--- src/rtl/macc_error_monitor.sv ---
// Streaming error-metric engine: accumulates count, sum |e|, sum e^2 and max |e| between
// golden and approximate MACC outputs over a programmable, valid-qualified window.
module macc_error_monitor #(
  parameter int W      = 16,
  parameter int SIGNED = 0,
  parameter int SKIP   = 2,
  parameter int CNT_W  = 32,
  parameter int SAE_W  = 48,
  parameter int SSE_W  = 64
) (
  input  logic             Clk,
  input  logic             aclr_n,
  input  logic             clr,
  input  logic             start,
  input  logic             stop,
  input  logic [CNT_W-1:0] window_len,
  input  logic             in_valid,
  input  logic [W-1:0]     ref_data,
  input  logic [W-1:0]     dut_data,
  output logic             busy,
  output logic             done,
  output logic [CNT_W-1:0] sample_cnt,
  output logic [SAE_W-1:0] sae,
  output logic [SSE_W-1:0] sse,
  output logic [W:0]       max_ae,
  output logic             sat
);

  typedef enum logic [2:0] {S_IDLE, S_SKIP, S_RUN, S_DRAIN, S_DONE} state_e;

  localparam int SKIP_W    = (SKIP > 1) ? $clog2(SKIP) : 1;
  localparam int SQ_W      = 2 * W + 2;
  localparam int SAE_SUM_W = ((SAE_W > W + 1) ? SAE_W : W + 1) + 1;
  localparam int SSE_SUM_W = ((SSE_W > SQ_W) ? SSE_W : SQ_W) + 1;

  state_e             state_q, state_d;
  logic [SKIP_W-1:0]  skip_cnt_q, skip_cnt_d;
  logic [CNT_W-1:0]   run_cnt_q, run_cnt_d;
  logic [CNT_W-1:0]   win_len_q, win_len_d;
  logic               drain_q, drain_d;
  logic               accept, clear_acc, open_ended;

  // Control FSM.
  // NOTE: every variable driven here gets a default first, so no path can infer a latch.
  always_comb begin
    state_d    = state_q;
    skip_cnt_d = skip_cnt_q;
    run_cnt_d  = run_cnt_q;
    win_len_d  = win_len_q;
    drain_d    = drain_q;
    accept     = 1'b0;
    clear_acc  = 1'b0;
    open_ended = (win_len_q == '0);
    unique case (state_q)
      S_IDLE, S_DONE: begin
        state_d = S_IDLE;
        if (start) begin
          clear_acc  = 1'b1;
          win_len_d  = window_len;
          skip_cnt_d = '0;
          run_cnt_d  = '0;
          drain_d    = 1'b0;
          state_d    = (SKIP == 0) ? S_RUN : S_SKIP;
        end
      end
      S_SKIP: begin
        if (stop && open_ended) begin
          state_d = S_DRAIN;
        end else if (in_valid) begin
          if (skip_cnt_q == SKIP_W'(SKIP - 1)) state_d = S_RUN;
          else skip_cnt_d = skip_cnt_q + 1'b1;
        end
      end
      S_RUN: begin
        accept = in_valid;
        if (in_valid) run_cnt_d = run_cnt_q + 1'b1;
        if ((stop && open_ended) ||
            (!open_ended && in_valid && run_cnt_q == win_len_q - 1'b1))
          state_d = S_DRAIN;
      end
      S_DRAIN: begin
        drain_d = ~drain_q;
        if (drain_q) state_d = S_DONE;
      end
      default: state_d = S_IDLE;
    endcase
    if (clr) begin
      state_d   = S_IDLE;
      accept    = 1'b0;
      clear_acc = 1'b1;
    end
  end

  // Stage 1: absolute error at W+1 bits; subtracting smaller from larger keeps it unsigned.
  logic [W:0] ref_x, dut_x, ae_d, ae_q;
  logic       ref_ge, s1_valid_q;

  always_comb begin
    ref_x  = (SIGNED != 0) ? {ref_data[W-1], ref_data} : {1'b0, ref_data};
    dut_x  = (SIGNED != 0) ? {dut_data[W-1], dut_data} : {1'b0, dut_data};
    ref_ge = (SIGNED != 0) ? ($signed(ref_x) >= $signed(dut_x)) : (ref_x >= dut_x);
    ae_d   = ref_ge ? (ref_x - dut_x) : (dut_x - ref_x);
  end

  // Stage 2: saturating accumulation, sums computed one bit wider to detect overflow.
  logic [CNT_W-1:0]     cnt_q, cnt_d;
  logic [SAE_W-1:0]     sae_q, sae_d;
  logic [SSE_W-1:0]     sse_q, sse_d;
  logic [W:0]           max_q, max_d;
  logic                 sat_q, sat_d;
  logic [SQ_W-1:0]      sq;
  logic [SAE_SUM_W-1:0] sae_sum;
  logic [SSE_SUM_W-1:0] sse_sum;
  logic                 sae_ovf, sse_ovf;

  always_comb begin
    sq      = SQ_W'(ae_q) * SQ_W'(ae_q);
    sae_sum = SAE_SUM_W'(sae_q) + SAE_SUM_W'(ae_q);
    sse_sum = SSE_SUM_W'(sse_q) + SSE_SUM_W'(sq);
    sae_ovf = sae_sum > SAE_SUM_W'({SAE_W{1'b1}});
    sse_ovf = sse_sum > SSE_SUM_W'({SSE_W{1'b1}});
    cnt_d   = cnt_q;
    sae_d   = sae_q;
    sse_d   = sse_q;
    max_d   = max_q;
    sat_d   = sat_q;
    if (clear_acc) begin
      cnt_d = '0;
      sae_d = '0;
      sse_d = '0;
      max_d = '0;
      sat_d = 1'b0;
    end else if (s1_valid_q) begin
      if (cnt_q != '1) cnt_d = cnt_q + 1'b1;
      sae_d = sae_ovf ? '1 : sae_sum[SAE_W-1:0];
      sse_d = sse_ovf ? '1 : sse_sum[SSE_W-1:0];
      if (ae_q > max_q) max_d = ae_q;
      sat_d = sat_q | sae_ovf | sse_ovf;
    end
  end

  // NOTE: sequential state uses non-blocking assignments only, so every register sees
  // pre-edge values of its neighbours regardless of statement order.
  // NOTE: all registers, datapath included, take the async reset so outputs read 0 at once.
  always_ff @(posedge Clk or negedge aclr_n) begin
    if (!aclr_n) begin
      state_q    <= S_IDLE;
      skip_cnt_q <= '0;
      run_cnt_q  <= '0;
      win_len_q  <= '0;
      drain_q    <= 1'b0;
      s1_valid_q <= 1'b0;
      ae_q       <= '0;
      cnt_q      <= '0;
      sae_q      <= '0;
      sse_q      <= '0;
      max_q      <= '0;
      sat_q      <= 1'b0;
    end else begin
      state_q    <= state_d;
      skip_cnt_q <= skip_cnt_d;
      run_cnt_q  <= run_cnt_d;
      win_len_q  <= win_len_d;
      drain_q    <= drain_d;
      s1_valid_q <= accept;
      if (accept) ae_q <= ae_d;
      cnt_q      <= cnt_d;
      sae_q      <= sae_d;
      sse_q      <= sse_d;
      max_q      <= max_d;
      sat_q      <= sat_d;
    end
  end

  assign busy       = (state_q == S_SKIP) || (state_q == S_RUN) || (state_q == S_DRAIN);
  assign done       = (state_q == S_DONE);
  assign sample_cnt = cnt_q;
  assign sae        = sae_q;
  assign sse        = sse_q;
  assign max_ae     = max_q;
  assign sat        = sat_q;

endmodule
--- config.mk ---
export PLATFORM = sky130hd
export DESIGN_NAME = macc_error_monitor
export DESIGN_NICKNAME = d
export VERILOG_FILES = /design/src/rtl/macc_error_monitor.sv
export SDC_FILE = /design/constraint.sdc
export NUM_CORES = 1
export LEC_CHECK = 0
export ABC_AREA = 0
export BUFFER_PORTS_ARGS = -buffer_cell sky130_fd_sc_hd__buf_2
export CAP_MARGIN = 20
export CORE_MARGIN = 5
export CORE_UTILIZATION = 40
export DETAILED_ROUTE_END_ITERATION = 8
export PLACE_DENSITY = 0.67
export SLEW_MARGIN = 10
export SYNTH_ARGS = -nofsm -noshare
export SYNTH_HDL_FRONTEND = slang
export SYNTH_SLANG_ARGS = --single-unit
--- constraint.sdc ---
create_clock -name Clk -period 8.4 [get_ports Clk]
set_input_delay 1.68 -clock Clk [delete_from_list [all_inputs] [get_ports Clk]]
set_output_delay 1.68 -clock Clk [all_outputs]
set_load 0.03 [all_outputs]
==> results.ini, run 1 <==
[finish]
drive_gt1_share_pct = 13.1
ff_latch_area_um2 = 6230
final_net_count = 3404
final_common_cell = inv_1
layout_common_cells = inv_1 (449), dfrtp_1 (248), buf_2 (232)
final_core_util_pct = 45.0
fill_cells = 5987
multi_input_area_um2 = 16400
area_delta_synth_final_pct = 11.6

[clock_network]
cts_tree = built
clock_latency_ns = 0.59
root_buffer = clkbuf_16
postCtsSetupBuffers = 0
clk_pin_slew_ns = 0.06
cts.path.max_buffers = 3
numCtsBuffers = 29
cts_resized = 0
cts_hold_buf = 0
clock-sinks = 249
cts.htree.levels = 1

[worst_setup_path]
cp_slowest_cell = dfrtp_1
crit_type = flop to flop
critPathMaxStageDelay_ns = 1.01
worstSetupEndpointType = flop
cp_top_family = adder cells
cp-start-kind = flop
path_buf_inv = 7
required_ns = 8.89
path_cells = and2_1 -> inv_1 -> fa_1 -> inv_1 -> fa_1 -> inv_1 -> fa_1 -> inv_1 -> fa_1 -> fa_1 -> inv_1 -> fa_1 -> inv_1 -> ha_1 -> and3_1 -> and2_1 -> nand4_1 -> nor3_1 -> o211a_1 -> buf_4 -> and2_1 -> a21oi_1 -> a311oi_1
arrival_ns = 8.01
cp_max_fo = 21

[detailed_routing]
drtIter0Drc = 1207
viasPerCell = 5.39
wirelength_mm = 70.1
drc = 0
postRouteAntennaNets = 0
routedWlPerCell_um = 18.8
firstDrtPassIters = 5
num_vias = 20100

[sta]
fin_skew_ns = 0.0150
tightest_slew_ns = 1.02
setup_tns_ns = 0
setup_viol = 0
rsz0062_at_grt = false
hold_violations = 0
fin_crit_sh_pct = 89.5
period_needed_ns = 7.52
slew_headroom_pct = 32.0
fmax_mhz = 133
drv_slew = 0
hold_ws_ns = 0.512

[synth]
synth_nets = 3236
yosys_most_used_dff = dfrtp_1
synth_edf_count = 0
netlist_area_um2 = 24800
ys_async_sr_fraction_pct = 100
ys_warn_count = 0
avgSynthCellArea_um2 = 9.00
ys_seq_area_share_pct = 25.1
synth_seq_cells = 249
synth.distinct_cells = 90
syn_inst = 2753

[global_route]
first_global_vias = 20500
antenna_found_initial = 4
grt_max_degree = 137
grt_use_total_pct = 20.7
overflow = 0
grt_pass1_wl_mm = 113

[placed_design]
gp_congestion = 0.878
io_buffers = 233
dp_hpwl_mm = 55.0

[floorplanning]
chipWidth_um = 259
fp.dieH_um = 259
rows = 91
start_util_pct = 40.3
io_pins = 234
dieArea_um2 = 67000
design.core.area_um2 = 61500

[hold_path]
worst_hold_path_type = flop to flop

[outcome]
status = complete, no violations

[run]
cap_violations = 0

[path summary, 6_finish.rpt]
check	startpoint	end	slack, ns	cells past startpoint
worst max register to register	ae_q[7]	sse[60]	0.88	23
worst max-delay path	ae_q[7]	sse[60]	0.88	23
worst min register to register	sat	sat	0.51	1
max in group asynchronous	aclr_n	sse[18]	5.86	2
worst min-delay path	sat	sat	0.51	1
min in group asynchronous	aclr_n	sample_cnt[25]	1.18	1
[routing by layer]
| metal | routed length, um | track usage (%) | vias to the layer above |
|---|---|---|---|
| met3 | 5450 | 5.49 | 98 |
| li1 | - | - | 9591 |
| met1 | 30600 | 27.9 | 9855 |
| met2 | 32000 | 33.5 | 564 |
| met4 | 2100 | 5.11 | 4 |
| met5 | 27 | 0 | - |
[cell usage after synthesis, drive strengths merged, types with 4 or more instances]
cell type	count	share of area (%)
inv	449	6.8
dfrtp	249	25
fa	227	18
nand2	197	3.0
ha	186	9.4
nor2	166	2.5
a21oi	141	2.9
o21ai	126	2.6
clkbuf	92	1.4
xor2	88	3.1
and2	72	1.8
a21o	71	2.2
xnor2	70	2.5
nand3	59	1.2
and3	50	1.3
nand4	46	1.2
nor3	46	1.0
a31oi	43	1.1
mux2	34	1.5
mux2i	34	1.4
buf	25	0.48
a211oi	24	0.73
and4	21	0.74
or3	17	0.45
nor2b	16	0.40
o21a	16	0.49
a311oi	15	0.53
a221oi	14	0.49
nor4	14	0.43
o21bai	12	0.36
nand2b	11	0.28
o221a	11	0.50
a41oi	10	0.35
a21boi	8	0.24
or2	8	0.20
a31o	6	0.21
o211ai	6	0.18
o31ai	6	0.18
a211o	5	0.18
a221o	5	0.20
or4	5	0.17
a2111oi	4	0.19
nand3b	4	0.12
o211a	4	0.16
[metrics by stage]
stage | std cells | cell area [um2] | setup slack [ns]
6_report | 3734 | 27700 | 0.879
5_1_grt | 3732 | 27700 | 0.517
4_1_cts | 3732 | 27700 | 0.964
3_5_place_dp | 3680 | 26700 | 0.946
3_3_place_gp | 3679 | 26700 | 1.14
2_1_floorplan | 2753 | 24800 | 1.67
[sequential cells by signal, summed over array words and instances (netlist names)]
| signal | cells |
|---|---|
| ae_q | 17 |
| drain_q | 1 |
| max_ae | 17 |
| run_cnt_q | 32 |
| s1_valid_q | 1 |
| sae | 48 |
| sample_cnt | 32 |
| sat | 1 |
| skip_cnt_q | 1 |
| sse | 64 |
| state_q | 3 |
| win_len_q | 32 |
[cell type report]
class / count / share of cell area (%)
clock buffer: 42 / 3.09
sequential: 249 / 22.5
multi-input combinational: 1937 / 59.4
clock inverter: 10 / 0.339
antenna: 2 / 0.0181
inverter: 450 / 6.11
timing repair buffer: 254 / 4.94
tap: 790 / 3.57
[worst reg2reg max path: stages, from the launching register on]
cell      delay [ns]
dfrtp_1         1.01
and2_1          0.27
inv_1           0.07
fa_1            0.50
inv_1           0.05
fa_1            0.54
inv_1           0.06
fa_1            0.52
inv_1           0.05
fa_1            0.44
fa_1            0.52
inv_1           0.06
fa_1            0.52
inv_1           0.04
ha_1            0.44
and3_1          0.27
and2_1          0.19
nand4_1         0.11
nor3_1          0.61
o211a_1         0.42
buf_4           0.22
and2_1          0.19
a21oi_1         0.08
a311oi_1        0.23
[cells by family (layout without fill, tap and decap cells)]
kind of cell	count (synthesis)	after routing	synth area share (%)
and+or+nand+nor	746	746	15.4
buffers and inverters	567	756	8.69
AOI/OAI and AO/OA	552	552	14.6
adders and majority gates	413	413	27.7
DFF	249	249	25.1
xor gates and xnor gates	158	158	5.58
muxes	68	68	2.92
other	0	2	0
Power of run 1 is left out: the tool's default activity adds up to more than one toggle a clock period on the data nets, which glitch-free logic cannot reach.
==> inputs of run 2 (changes only) <==
==> constraint.sdc (replaced) <==
create_clock -name Clk -period 9.1 [get_ports Clk]
set_input_delay 1.82 -clock Clk [delete_from_list [all_inputs] [get_ports Clk]]
set_output_delay 1.82 -clock Clk [all_outputs]
set_load 0.03 [all_outputs]
==> run 2 against run 1 <==
  * Sequential share of layout area about the same
  * Critical path depth decreased by 2
  * Worst hold slack got worse by 0.023 ns
  * Final cell count about the same
  * Clock-buffer cell count decreased by 6
  * Register-to-register slack improved by 0.47 ns
  * Critical path type unchanged
==> results.ini, run 2 (synthesis gave the netlist of run 1 again) <==
[hold_path]
worst_hold_path_type = flop to flop
whs_endpoint = sat
holdCritStartpoint = sat
whs_path_depth = 1

[placed_design]
gp_congestion = 0.929
dp.cells = 3672
io_buffers = 233
dp_hpwl_mm = 54.9

[global_route]
antenna_found_initial = 6
grt_pass1_wl_mm = 113
first_global_vias = 20300
overflow = 0
grt_use_total_pct = 20.7
grt_max_degree = 113

[finish]
largest_register_ffs = 64
layout_common_cells = inv_1 (449), dfrtp_1 (248), buf_2 (232)
area_delta_synth_final_pct = 11.7
final_common_cell = inv_1
instances_no_fill = 3735
drive_gt1_share_pct = 13.1
final_net_count = 3398

[detailed_routing]
routedWlPerCell_um = 18.8
dr_wl_met3_mm = 5.57
drtIter0Drc = 1401
num_vias = 20100
routed-wl-met2_mm = 32.1
viasPerCell = 5.37
routed.top_layer = met5
drc = 0
postRouteAntennaNets = 0
wirelength_mm = 70.2
firstDrtPassIters = 5
wl_met1_mm = 30.4

[worst_setup_path]
cp_slowest_cell = dfrtp_1
worstSetupEndpointType = flop
arrival_ns = 8.22
required_ns = 9.57
cp_max_fo = 22
rr_worst_depth = 21
rr_endpoint = sse[53]
cp-start-kind = flop
critPathMaxStageDelay_ns = 0.97
crit_type = flop to flop
cpMostUsedCell = fa_1
path_cells = and2_1 -> inv_1 -> fa_1 -> inv_1 -> fa_1 -> fa_1 -> fa_1 -> fa_1 -> inv_1 -> fa_1 -> inv_1 -> ha_1 -> a21oi_1 -> o21ai_0 -> a211o_1 -> a211oi_1 -> nor3_1 -> o21ai_2 -> nand2_2 -> o31a_1 -> o21a_1
rr_startpoint = ae_q[4]
ff2ff_setup_slack_ns = 1.35

[floorplanning]
start_util_pct = 40.3
dieArea_um2 = 67000
io_pins = 234
rows = 91
design.core.area_um2 = 61500
chipWidth_um = 259
fp.dieH_um = 259

[clock_network]
cts_hold_buf = 0
clock-sinks = 249
clock_latency_ns = 0.60
numCtsBuffers = 30
cts.path.max_buffers = 3
clk_pin_slew_ns = 0.06
cts_resized = 0
postCtsSetupBuffers = 0
cts_tree = built
cts.htree.levels = 1
root_buffer = clkbuf_16

[sta]
slew_headroom_pct = 31.6
fmax_mhz = 129
fin_skew_ns = 0.0246
setup_viol = 0
drv_slew = 0
tightest_slew_ns = 1.03
fin_crit_sh_pct = 85.2
setup_tns_ns = 0
hold_violations = 0
rsz0062_at_grt = false
period_needed_ns = 7.75

[run]
cap_violations = 0

[outcome]
status = complete, no violations

[run 2: cell count changes in the layout (fill, tap and decap cells not counted), moves of 2 or more]
cell        delta
buf_4          -6
bufinv_16      +3
clkbuf_1       -2
clkbuf_8       -5
clkinv_2       +5
clkinvlp_4     +2
diode_2        +4
[run 2: worst max-delay path, delay by kind of cell, from the launching register on]
kind | cells | cell delay, ns
buf+inv | 4 | 0.21
flops | 1 | 0.97
simple gates | 3 | 0.79
fa+ha+maj | 7 | 3.55
compound gates | 7 | 2.07
[run 2: worst max path at each step]
stage | from | endpoint | slack [ns] | depth (start not counted)
3_3_place_gp | ae_q[14] | sse[61] | 1.58 | 20
2_1_floorplan | ae_q[5] | sse[21] | 2.37 | 23
3_5_place_dp | ae_q[14] | sse[53] | 1.43 | 20
4_1_cts | ae_q[14] | sse[53] | 1.38 | 20
5_1_grt | ae_q[13] | sse[59] | 0.92 | 24
6_report | ae_q[4] | sse[53] | 1.35 | 21
[run 2: area by class of cell]
type	instances	area, um2
Antenna cell	6	15.0
Clock buffer	36	803
Clock inverter	20	236
Fill cell	5965	33800
Inverter	450	1690
Multi-Input combinational cell	1937	16400
Sequential cell	249	6230
Tap cell	790	988
Timing Repair Buffer	247	1300
[run 2: per-stage QoR]
step / setup slack, ns / hold slack, ns / cell area, um2 / utilization [%]
2_1_floorplan: 2.37 / 0.486 / 24800 / -
3_3_place_gp: 1.58 / 0.470 / 26600 / 43.3
3_5_place_dp: 1.43 / 0.483 / 26600 / 43.3
4_1_cts: 1.38 / 0.496 / 27700 / 45.0
5_1_grt: 0.920 / 0.526 / 27700 / 45.0
6_report: 1.35 / 0.489 / 27700 / 45.0
[run 2: routing by layer]
metal	vias up	global-route usage, %
met5	-	0
met2	566	33.7
met4	6	5.18
met3	113	5.28
met1	9805	27.8
li1	9577	-
Power of run 2 is left out for the same reason.
